===== src/rtl/branch_predictor_pkg.sv =====
// Shared definitions for the branch predictor slice.
// Holds the next-PC select encodings, the 2-bit pattern counter states and
// small helper functions used by the predictor top and its counter sub-module.
package branch_predictor_pkg;

    // Next-PC select encodings driven on brmuxsel
    localparam logic [1:0] SEL_SEQ    = 2'd0;
    localparam logic [1:0] SEL_TGT    = 2'd1;
    localparam logic [1:0] SEL_REC    = 2'd2;
    localparam logic [1:0] SEL_UNUSED = 2'd3;

    // 2-bit saturating counter states
    localparam logic [1:0] SNT = 2'b00;
    localparam logic [1:0] WNT = 2'b01;
    localparam logic [1:0] WT  = 2'b10;
    localparam logic [1:0] ST  = 2'b11;

    // Width of the statistics counters
    localparam int STAT_W = 16;

    typedef logic [1:0]        ctr2_t;
    typedef logic [STAT_W-1:0] stat_t;

    // Prediction is the MSB of the pattern counter
    function automatic logic ctr_taken(input ctr2_t ctr);
        return ctr[1];
    endfunction

    // Statistics counters stick at all-ones instead of wrapping
    function automatic stat_t stat_inc(input stat_t value);
        stat_t result;
        if (value == 16'hFFFF) begin
            result = value;
        end else begin
            result = value + 16'd1;
        end
        return result;
    endfunction

endpackage


===== src/rtl/branch_predictor_if.sv =====
// Decode/fetch <-> branch predictor connection bundle.
// master: the pipeline side (drives Decode branch info, consumes next-PC
//         control, recovery PC, flush and statistics).
// slave : the predictor side.
interface branch_predictor_if #(
    parameter int PC_W = 32
);
    logic            branchD;
    logic            stallD;
    logic            equalD;
    logic [PC_W-1:0] pcD;
    logic [PC_W-1:0] pcbranchD;
    logic [PC_W-1:0] pcplus1D;

    logic            brbitF;
    logic [1:0]      brmuxsel;
    logic [PC_W-1:0] recoverpc;
    logic            branchCorrect;
    logic            flushD;
    logic [15:0]     brcount;
    logic [15:0]     mispcount;

    modport master (
        output branchD, stallD, equalD, pcD, pcbranchD, pcplus1D,
        input  brbitF, brmuxsel, recoverpc, branchCorrect, flushD, brcount, mispcount
    );

    modport slave (
        input  branchD, stallD, equalD, pcD, pcbranchD, pcplus1D,
        output brbitF, brmuxsel, recoverpc, branchCorrect, flushD, brcount, mispcount
    );
endinterface


===== src/rtl/branch_predictor_sat_counter2.sv =====
// Next-state logic for one 2-bit saturating pattern counter.
// Ports:
//   cur_s   - current counter value
//   taken_s - resolved branch direction (1 = taken)
//   nxt_s   - updated counter value, saturating at 11 and 00
module sat_counter2
    import branch_predictor_pkg::*;
(
    input  logic [1:0] cur_s,
    input  logic       taken_s,
    output logic [1:0] nxt_s
);

    // Step toward strongly-taken or strongly-not-taken, holding at the ends
    always_comb begin
        nxt_s = cur_s;
        case (cur_s)
            SNT:     nxt_s = taken_s ? WNT : SNT;
            WNT:     nxt_s = taken_s ? WT  : SNT;
            WT:      nxt_s = taken_s ? ST  : WNT;
            ST:      nxt_s = taken_s ? ST  : WT;
            default: nxt_s = WNT;
        endcase
    end

endmodule


===== src/rtl/branch_predictor.sv =====
// Bimodal branch predictor for a 5-stage pipeline that resolves branches in
// Decode. A table of 2-bit counters indexed by the low PC bits predicts the
// branch currently in Decode; the outcome is checked one cycle later and a
// mispredict redirects fetch to the correct path and flushes Decode.
// Ports:
//   clk   - clock, all state updates on the rising edge
//   reset - asynchronous active-low reset
//   bp    - slave side of branch_predictor_if (Decode inputs, next-PC
//           control, recovery PC, flush, branch/mispredict statistics)
module branch_predictor
    import branch_predictor_pkg::*;
#(
    parameter int IDX_W = 4,
    parameter int PC_W  = 32
) (
    input  logic         clk,
    input  logic         reset,
    branch_predictor_if.slave bp
);

    localparam int ENTRIES = 1 << IDX_W;

    // Pattern table
    ctr2_t table_r [ENTRIES];

    // Pending (in-flight) branch captured at lookup, resolved next cycle
    logic             pend_valid_r;
    logic [IDX_W-1:0] pend_idx_r;
    logic             pend_pred_r;
    logic             pend_actual_r;
    logic [PC_W-1:0]  pend_tgt_r;
    logic [PC_W-1:0]  pend_seq_r;

    logic [PC_W-1:0]  recover_hold_r;
    stat_t            br_cnt_r;
    stat_t            misp_cnt_r;

    logic [IDX_W-1:0] lookup_idx_s;
    logic             pred_taken_s;
    logic             mispredict_s;
    logic             correct_s;
    logic             lookup_ok_s;
    ctr2_t            upd_ctr_s;

    logic             brbit_s;
    logic [1:0]       brmuxsel_s;
    logic [PC_W-1:0]  recoverpc_s;
    logic             flush_s;

    // Prediction, resolution status and lookup acceptance
    always_comb begin
        lookup_idx_s = bp.pcD[IDX_W-1:0];
        // Read the table before this cycle's update lands: no bypass
        pred_taken_s = ctr_taken(table_r[lookup_idx_s]);
        mispredict_s = pend_valid_r & (pend_pred_r != pend_actual_r);
        correct_s    = pend_valid_r & (pend_pred_r == pend_actual_r);
        // A branch seen during recovery is on the wrong path; reset also
        // gates the lookup so outputs are quiet while reset is held
        lookup_ok_s  = bp.branchD & ~bp.stallD & ~mispredict_s & reset;
    end

    // Counter update for the resolving entry
    sat_counter2 u_sat_counter2 (
        .cur_s   (table_r[pend_idx_r]),
        .taken_s (pend_actual_r),
        .nxt_s   (upd_ctr_s)
    );

    // Next-PC control: recovery wins over a fresh prediction
    always_comb begin
        brbit_s     = 1'b0;
        brmuxsel_s  = SEL_SEQ;
        recoverpc_s = recover_hold_r;
        flush_s     = 1'b0;
        if (mispredict_s) begin
            brmuxsel_s  = SEL_REC;
            flush_s     = 1'b1;
            // Predicted taken means we fetched the target, so fall through
            recoverpc_s = pend_pred_r ? pend_seq_r : pend_tgt_r;
        end else if (lookup_ok_s) begin
            brbit_s    = pred_taken_s;
            brmuxsel_s = pred_taken_s ? SEL_TGT : SEL_SEQ;
        end else begin
            brbit_s    = 1'b0;
            brmuxsel_s = SEL_SEQ;
        end
    end

    assign bp.brbitF        = brbit_s;
    assign bp.brmuxsel      = brmuxsel_s;
    assign bp.recoverpc     = recoverpc_s;
    assign bp.flushD        = flush_s;
    assign bp.branchCorrect = correct_s;
    assign bp.brcount       = br_cnt_r;
    assign bp.mispcount     = misp_cnt_r;

    // Pattern table: weakly not-taken at reset, trained at resolution
    always_ff @(posedge clk or negedge reset) begin
        if (!reset) begin
            for (int i = 0; i < ENTRIES; i++) begin
                table_r[i] <= WNT;
            end
        end else if (pend_valid_r) begin
            table_r[pend_idx_r] <= upd_ctr_s;
        end
    end

    // Pending capture; a branch in flight at reset is simply dropped
    always_ff @(posedge clk or negedge reset) begin
        if (!reset) begin
            pend_valid_r  <= 1'b0;
            pend_idx_r    <= '0;
            pend_pred_r   <= 1'b0;
            pend_actual_r <= 1'b0;
            pend_tgt_r    <= '0;
            pend_seq_r    <= '0;
        end else begin
            pend_valid_r <= lookup_ok_s;
            if (lookup_ok_s) begin
                pend_idx_r    <= lookup_idx_s;
                pend_pred_r   <= pred_taken_s;
                pend_actual_r <= bp.equalD;
                pend_tgt_r    <= bp.pcbranchD;
                pend_seq_r    <= bp.pcplus1D;
            end
        end
    end

    // Keep the last recovery PC visible between mispredicts
    always_ff @(posedge clk or negedge reset) begin
        if (!reset) begin
            recover_hold_r <= '0;
        end else begin
            recover_hold_r <= recoverpc_s;
        end
    end

    // Resolved-branch and mispredict statistics
    always_ff @(posedge clk or negedge reset) begin
        if (!reset) begin
            br_cnt_r   <= 16'd0;
            misp_cnt_r <= 16'd0;
        end else begin
            if (pend_valid_r) begin
                br_cnt_r <= stat_inc(br_cnt_r);
            end
            if (mispredict_s) begin
                misp_cnt_r <= stat_inc(misp_cnt_r);
            end
        end
    end

endmodule


===== src/flat_wrapper.sv =====
// flat-port wrapper written by rule: the top's interface ports become plain ports
module branch_predictor_flat import branch_predictor_pkg::*;
#(
    parameter int IDX_W = 4,
    parameter int PC_W  = 32
)
  (clk, reset, bp_branchD, bp_stallD, bp_equalD, bp_pcD, bp_pcbranchD, bp_pcplus1D, bp_brbitF, bp_brmuxsel, bp_recoverpc, bp_branchCorrect, bp_flushD, bp_brcount, bp_mispcount);
  branch_predictor_if #(.PC_W(PC_W)) bp_i ();
  input  logic clk;
  input  logic reset;
  input wire logic [$bits(bp_i.branchD)-1:0] bp_branchD;
  input wire logic [$bits(bp_i.stallD)-1:0] bp_stallD;
  input wire logic [$bits(bp_i.equalD)-1:0] bp_equalD;
  input wire logic [$bits(bp_i.pcD)-1:0] bp_pcD;
  input wire logic [$bits(bp_i.pcbranchD)-1:0] bp_pcbranchD;
  input wire logic [$bits(bp_i.pcplus1D)-1:0] bp_pcplus1D;
  output wire logic [$bits(bp_i.brbitF)-1:0] bp_brbitF;
  output wire logic [$bits(bp_i.brmuxsel)-1:0] bp_brmuxsel;
  output wire logic [$bits(bp_i.recoverpc)-1:0] bp_recoverpc;
  output wire logic [$bits(bp_i.branchCorrect)-1:0] bp_branchCorrect;
  output wire logic [$bits(bp_i.flushD)-1:0] bp_flushD;
  output wire logic [$bits(bp_i.brcount)-1:0] bp_brcount;
  output wire logic [$bits(bp_i.mispcount)-1:0] bp_mispcount;
  assign bp_i.branchD = bp_branchD;
  assign bp_i.stallD = bp_stallD;
  assign bp_i.equalD = bp_equalD;
  assign bp_i.pcD = bp_pcD;
  assign bp_i.pcbranchD = bp_pcbranchD;
  assign bp_i.pcplus1D = bp_pcplus1D;
  assign bp_brbitF = bp_i.brbitF;
  assign bp_brmuxsel = bp_i.brmuxsel;
  assign bp_recoverpc = bp_i.recoverpc;
  assign bp_branchCorrect = bp_i.branchCorrect;
  assign bp_flushD = bp_i.flushD;
  assign bp_brcount = bp_i.brcount;
  assign bp_mispcount = bp_i.mispcount;
  branch_predictor #(.IDX_W(IDX_W), .PC_W(PC_W)) u_core (.clk(clk), .reset(reset), .bp(bp_i));
endmodule

===== config.mk =====
export PLATFORM = sky130hd
export DESIGN_NAME = branch_predictor_flat
export DESIGN_NICKNAME = d
export VERILOG_FILES = /design/src/rtl/branch_predictor_pkg.sv /design/src/rtl/branch_predictor_if.sv /design/src/rtl/branch_predictor_sat_counter2.sv /design/src/rtl/branch_predictor.sv /design/src/flat_wrapper.sv
export SDC_FILE = /design/constraint.sdc
export NUM_CORES = 1
export LEC_CHECK = 0
export ABC_CLOCK_PERIOD_IN_PS = 4200
export CAP_MARGIN = 20
export CORE_UTILIZATION = 54
export CTS_CLUSTER_SIZE = 30
export DETAILED_ROUTE_END_ITERATION = 8
export PLACE_DENSITY = 0.86
export RECOVER_POWER = 100
export SLEW_MARGIN = 40
export SYNTH_ARGS = -nofsm -noshare
export SYNTH_HDL_FRONTEND = slang
export SYNTH_SLANG_ARGS = --single-unit

===== constraint.sdc =====
create_clock -name clk -period 4.2 [get_ports clk]
set_clock_uncertainty 0.1 [all_clocks]
set_input_delay 0.42 -clock clk [delete_from_list [all_inputs] [get_ports clk]]
set_output_delay 0.42 -clock clk [all_outputs]
set_load 0.02 [all_outputs]

==> flow_summary.json <==
{
  "outcome": "finished with violations",
  "violations": "max-capacitance violations, max-slew violations",
  "clock_latency_ns": 0.41,
  "maxCapViolCount": 1,
  "grt_pass1_wl_um": 25700,
  "final_hold_viol_count": 0,
  "cts_buffers": 17,
  "syn_avg_cell_area_um2": 13.1,
  "routed_wl_um": 15700,
  "grt_overflow": 0,
  "max-vdd-ir-drop_mv": 0.316,
  "intPower_mw": 3.57,
  "cts_tree": "done",
  "r2r_start": "u_core.pend_actual_r$_DFFE_PN0P_",
  "netlist_area_um2": 7390,
  "clkSlewWorstSetupHoldPaths_ns": 0.06,
  "final_cells": 894,
  "antenna_found_initial": 0,
  "synth_top_area_share_pct": 51.1,
  "leakagePower_nw": 4.14,
  "synth_cells": 563,
  "dpl.hpwl_um": 10900,
  "drc": 0,
  "synth_area_leader_cell": "dfrtp_1",
  "first_global_vias": 5078,
  "p_sw_mw": 1.39,
  "vias": 4923,
  "wl_per_cell_um": 17.6,
  "hold_start": "u_core.recover_hold_r[6]$_DFF_PN0_",
  "synthTopCellsByCount": "dfrtp_1, mux2_2, nand2_1, mux2i_1, o21ai_0",
  "vias_per_cell": 5.51,
  "ys_seq_area_share_pct": 56.8,
  "setup_tns_ns": 0,
  "rows": 42,
  "synth-edff-count": 0,
  "nets": 808,
  "clock_power_share_pct": 32.2,
  "yosys-top-cells-area": "dfrtp_1, mux2_2, dfstp_2",
  "critPathArrivalTime_ns": 3.89,
  "worstPathCellList": "xor2_1, nand2_2, inv_1, nor3_1, clkbuf_2, mux2_2",
  "clock_path_buffers": 2,
  "yosys_warnings": 0,
  "crit_path_max_incr_delay_ns": 1.36,
  "nFillCells": 914,
  "ctsHtreeMaxLevel": 4,
  "seqCellArea_um2": 4200,
  "synth_nets": 666,
  "synth_cell_types": 45,
  "tightestPinTransition_ns": 1.81,
  "core_um2": 13300,
  "worstHoldPathType": "flip-flop to flip-flop",
  "cts_root_buffer": "clkbuf_16",
  "syn_to_final_growth_pct": 28.7,
  "min_path_cells": 2,
  "r2r_cells": 6,
  "firstDrtPassIters": 4,
  "p_sw_share_pct": 28.0,
  "endpoint_kind": "flip-flop",
  "grt_max_degree": 86,
  "ff2ff_setup_slack_ns": 0.50,
  "p_per_area_nw_per_um2": 521,
  "multi_input_area_um2": 2980,
  "n_antenna_cell": 0,
  "gp_congestion": 0.823,
  "die_h_um": 119,
  "holdPathEnd": "u_core.recover_hold_r[6]$_DFF_PN0_",
  "startpoint_type": "flip-flop",
  "dieArea_um2": 14200,
  "drtIter0Drc": 318,
  "setup_viol": 0,
  "drive_above_1_share_pct": 21.9,
  "ys_seq_elements": 167,
  "cts_sinks": 167,
  "clock.fmax_mhz": 270,
  "required_ns": 4.39,
  "grt_setup_unrepaired": "false",
  "post-route-period-util_pct": 88.2,
  "period_needed_ns": 3.70,
  "slew_viol_final": 72,
  "portBuffers": 141,
  "slew_headroom_pct": -21.0,
  "initial_utilization_pct": 55.6,
  "ant_nets": 0,
  "dp.cells": 860,
  "yosysMostFrequentCell": "dfrtp_1",
  "ys.flop_type": "dfrtp_1",
  "die_w_um": 119,
  "crit_slowest_cell": "clkbuf_2",
  "critical_path.max_fanout": 71,
  "combPwrFrac_pct": 23.5,
  "crit_type": "flip-flop to flip-flop",
  "regToRegEndpoint": "u_core.pend_tgt_r[18]$_DFFE_PN0P_",
  "grt_usage_pct": 23.4,
  "seqPwrFrac_pct": 44.3,
  "async_flop_share_pct": 100,
  "pin_count": 170,
  "postCtsSetupBuffers": 0
}
[final cells by class]
| type | instances | area share [%] |
|---|---|---|
| Tap cell | 176 | 2.32 |
| Inverter | 7 | 0.276 |
| Clock buffer | 25 | 5.32 |
| Timing Repair Buffer | 149 | 15.3 |
| Clock inverter | 7 | 1.21 |
| Multi-Input combinational cell | 363 | 31.4 |
| Sequential cell | 167 | 44.2 |
[cells in the final DEF, fill, tap and decap left out, drive strengths merged, types with 9 or more instances in the layout]
cell type,count
dfrtp,151
mux2,101
clkdlybuf4s50,71
dlygate4sd3,70
nand2,56
mux2i,34
o21ai,32
clkbuf,30
xnor2,23
nor2,20
nand3,16
dfstp,16
mux4,13
nand4,11
and3,9
[how the worst max path moves through the flow]
| stage | start | cells past startpoint | endpoint |
|---|---|---|---|
| 6_report | u_core.pend_actual_r$_DFFE_PN0P_ | 6 | u_core.pend_tgt_r[18]$_DFFE_PN0P_ |
| 5_1_grt | u_core.pend_actual_r$_DFFE_PN0P_ | 6 | u_core.pend_seq_r[26]$_DFFE_PN0P_ |
| 4_1_cts | u_core.pend_actual_r$_DFFE_PN0P_ | 5 | bp_recoverpc[11] |
| 3_5_place_dp | bp_pcD[0] | 5 | bp_brbitF |
| 3_3_place_gp | bp_pcD[0] | 5 | bp_brmuxsel[0] |
| 2_1_floorplan | u_core.pend_actual_r$_DFFE_PN0P_ | 8 | bp_brmuxsel[0] |
[routing by layer]
| metal | track usage (%) | vias to the layer above | wire length [µm] |
|---|---|---|---|
| met4 | 9.26 | 0 | 278 |
| li1 | - | 2285 | - |
| met3 | 3.74 | 25 | 484 |
| met1 | 29.3 | 2488 | 6490 |
| met2 | 40.8 | 125 | 8440 |
| met5 | 0 | - | 0 |
[worst max-delay path: cells and delay by family, from the launching register on]
family,cells,cell delay [ns]
flip-flops,1,0.50
buffers and inverters,2,1.54
multiplexers,1,0.45
XOR/XNOR,1,0.25
AND/OR/NAND/NOR,2,0.69
[power by group through the flow]
stage	Clock [mW]	Combinational, mW	Sequential, mW
floorplan	0	0.712	2.19
global placement	0	1.20	2.20
detailed placement	0	1.25	2.23
CTS	1.63	1.26	2.20
global route	1.69	1.26	2.24
finish	1.60	1.16	2.20
[kinds of logic after synthesis]
family          Yosys count  synth area share, %
fa+ha+maj                 2                0.339
xor+xnor                 27                 3.20
compound gates           49                 3.86
simple gates            137                 9.40
buf+inv                  33                 2.05
flops                   167                 56.8
mux                     148                 24.3
[per-stage QoR]
| step | cell area [µm²] | util [%] | hold slack, ns | worst slack (ns) | total power, mW |
|---|---|---|---|---|---|
| 2_1_floorplan | 7390 | - | 0.0244 | 1.75 | 2.90 |
| 3_3_place_gp | 8940 | 67.3 | 0.367 | 0.815 | 3.40 |
| 3_5_place_dp | 8960 | 67.4 | 0.374 | 0.807 | 3.47 |
| 4_1_cts | 9580 | 72.0 | 0.0700 | 0.595 | 5.08 |
| 5_1_grt | 9510 | 71.5 | 0.414 | 0.305 | 5.19 |
| 6_report | 9510 | 71.5 | 0.378 | 0.497 | 4.96 |
[sequential cells by signal (all words and copies together) (netlist names)]
signal / count
u_core.recover_hold_r: 32
u_core.pend_actual_r: 1
u_core.table_r: 32
u_core.pend_valid_r: 1
u_core.pend_idx_r: 4
u_core.bp.brcount: 16
u_core.pend_seq_r: 32
u_core.bp.mispcount: 16
u_core.pend_tgt_r: 32
u_core.pend_pred_r: 1
[timing repair]
action | in CTS | in global routing
hold endpoints to repair | 0 | 25
resized for setup | 0 | 0
endpoints found under the setup margin | 0 | 0
hold buffers | 0 | 1
No activity file was read; power rests on OpenSTA's default activity.
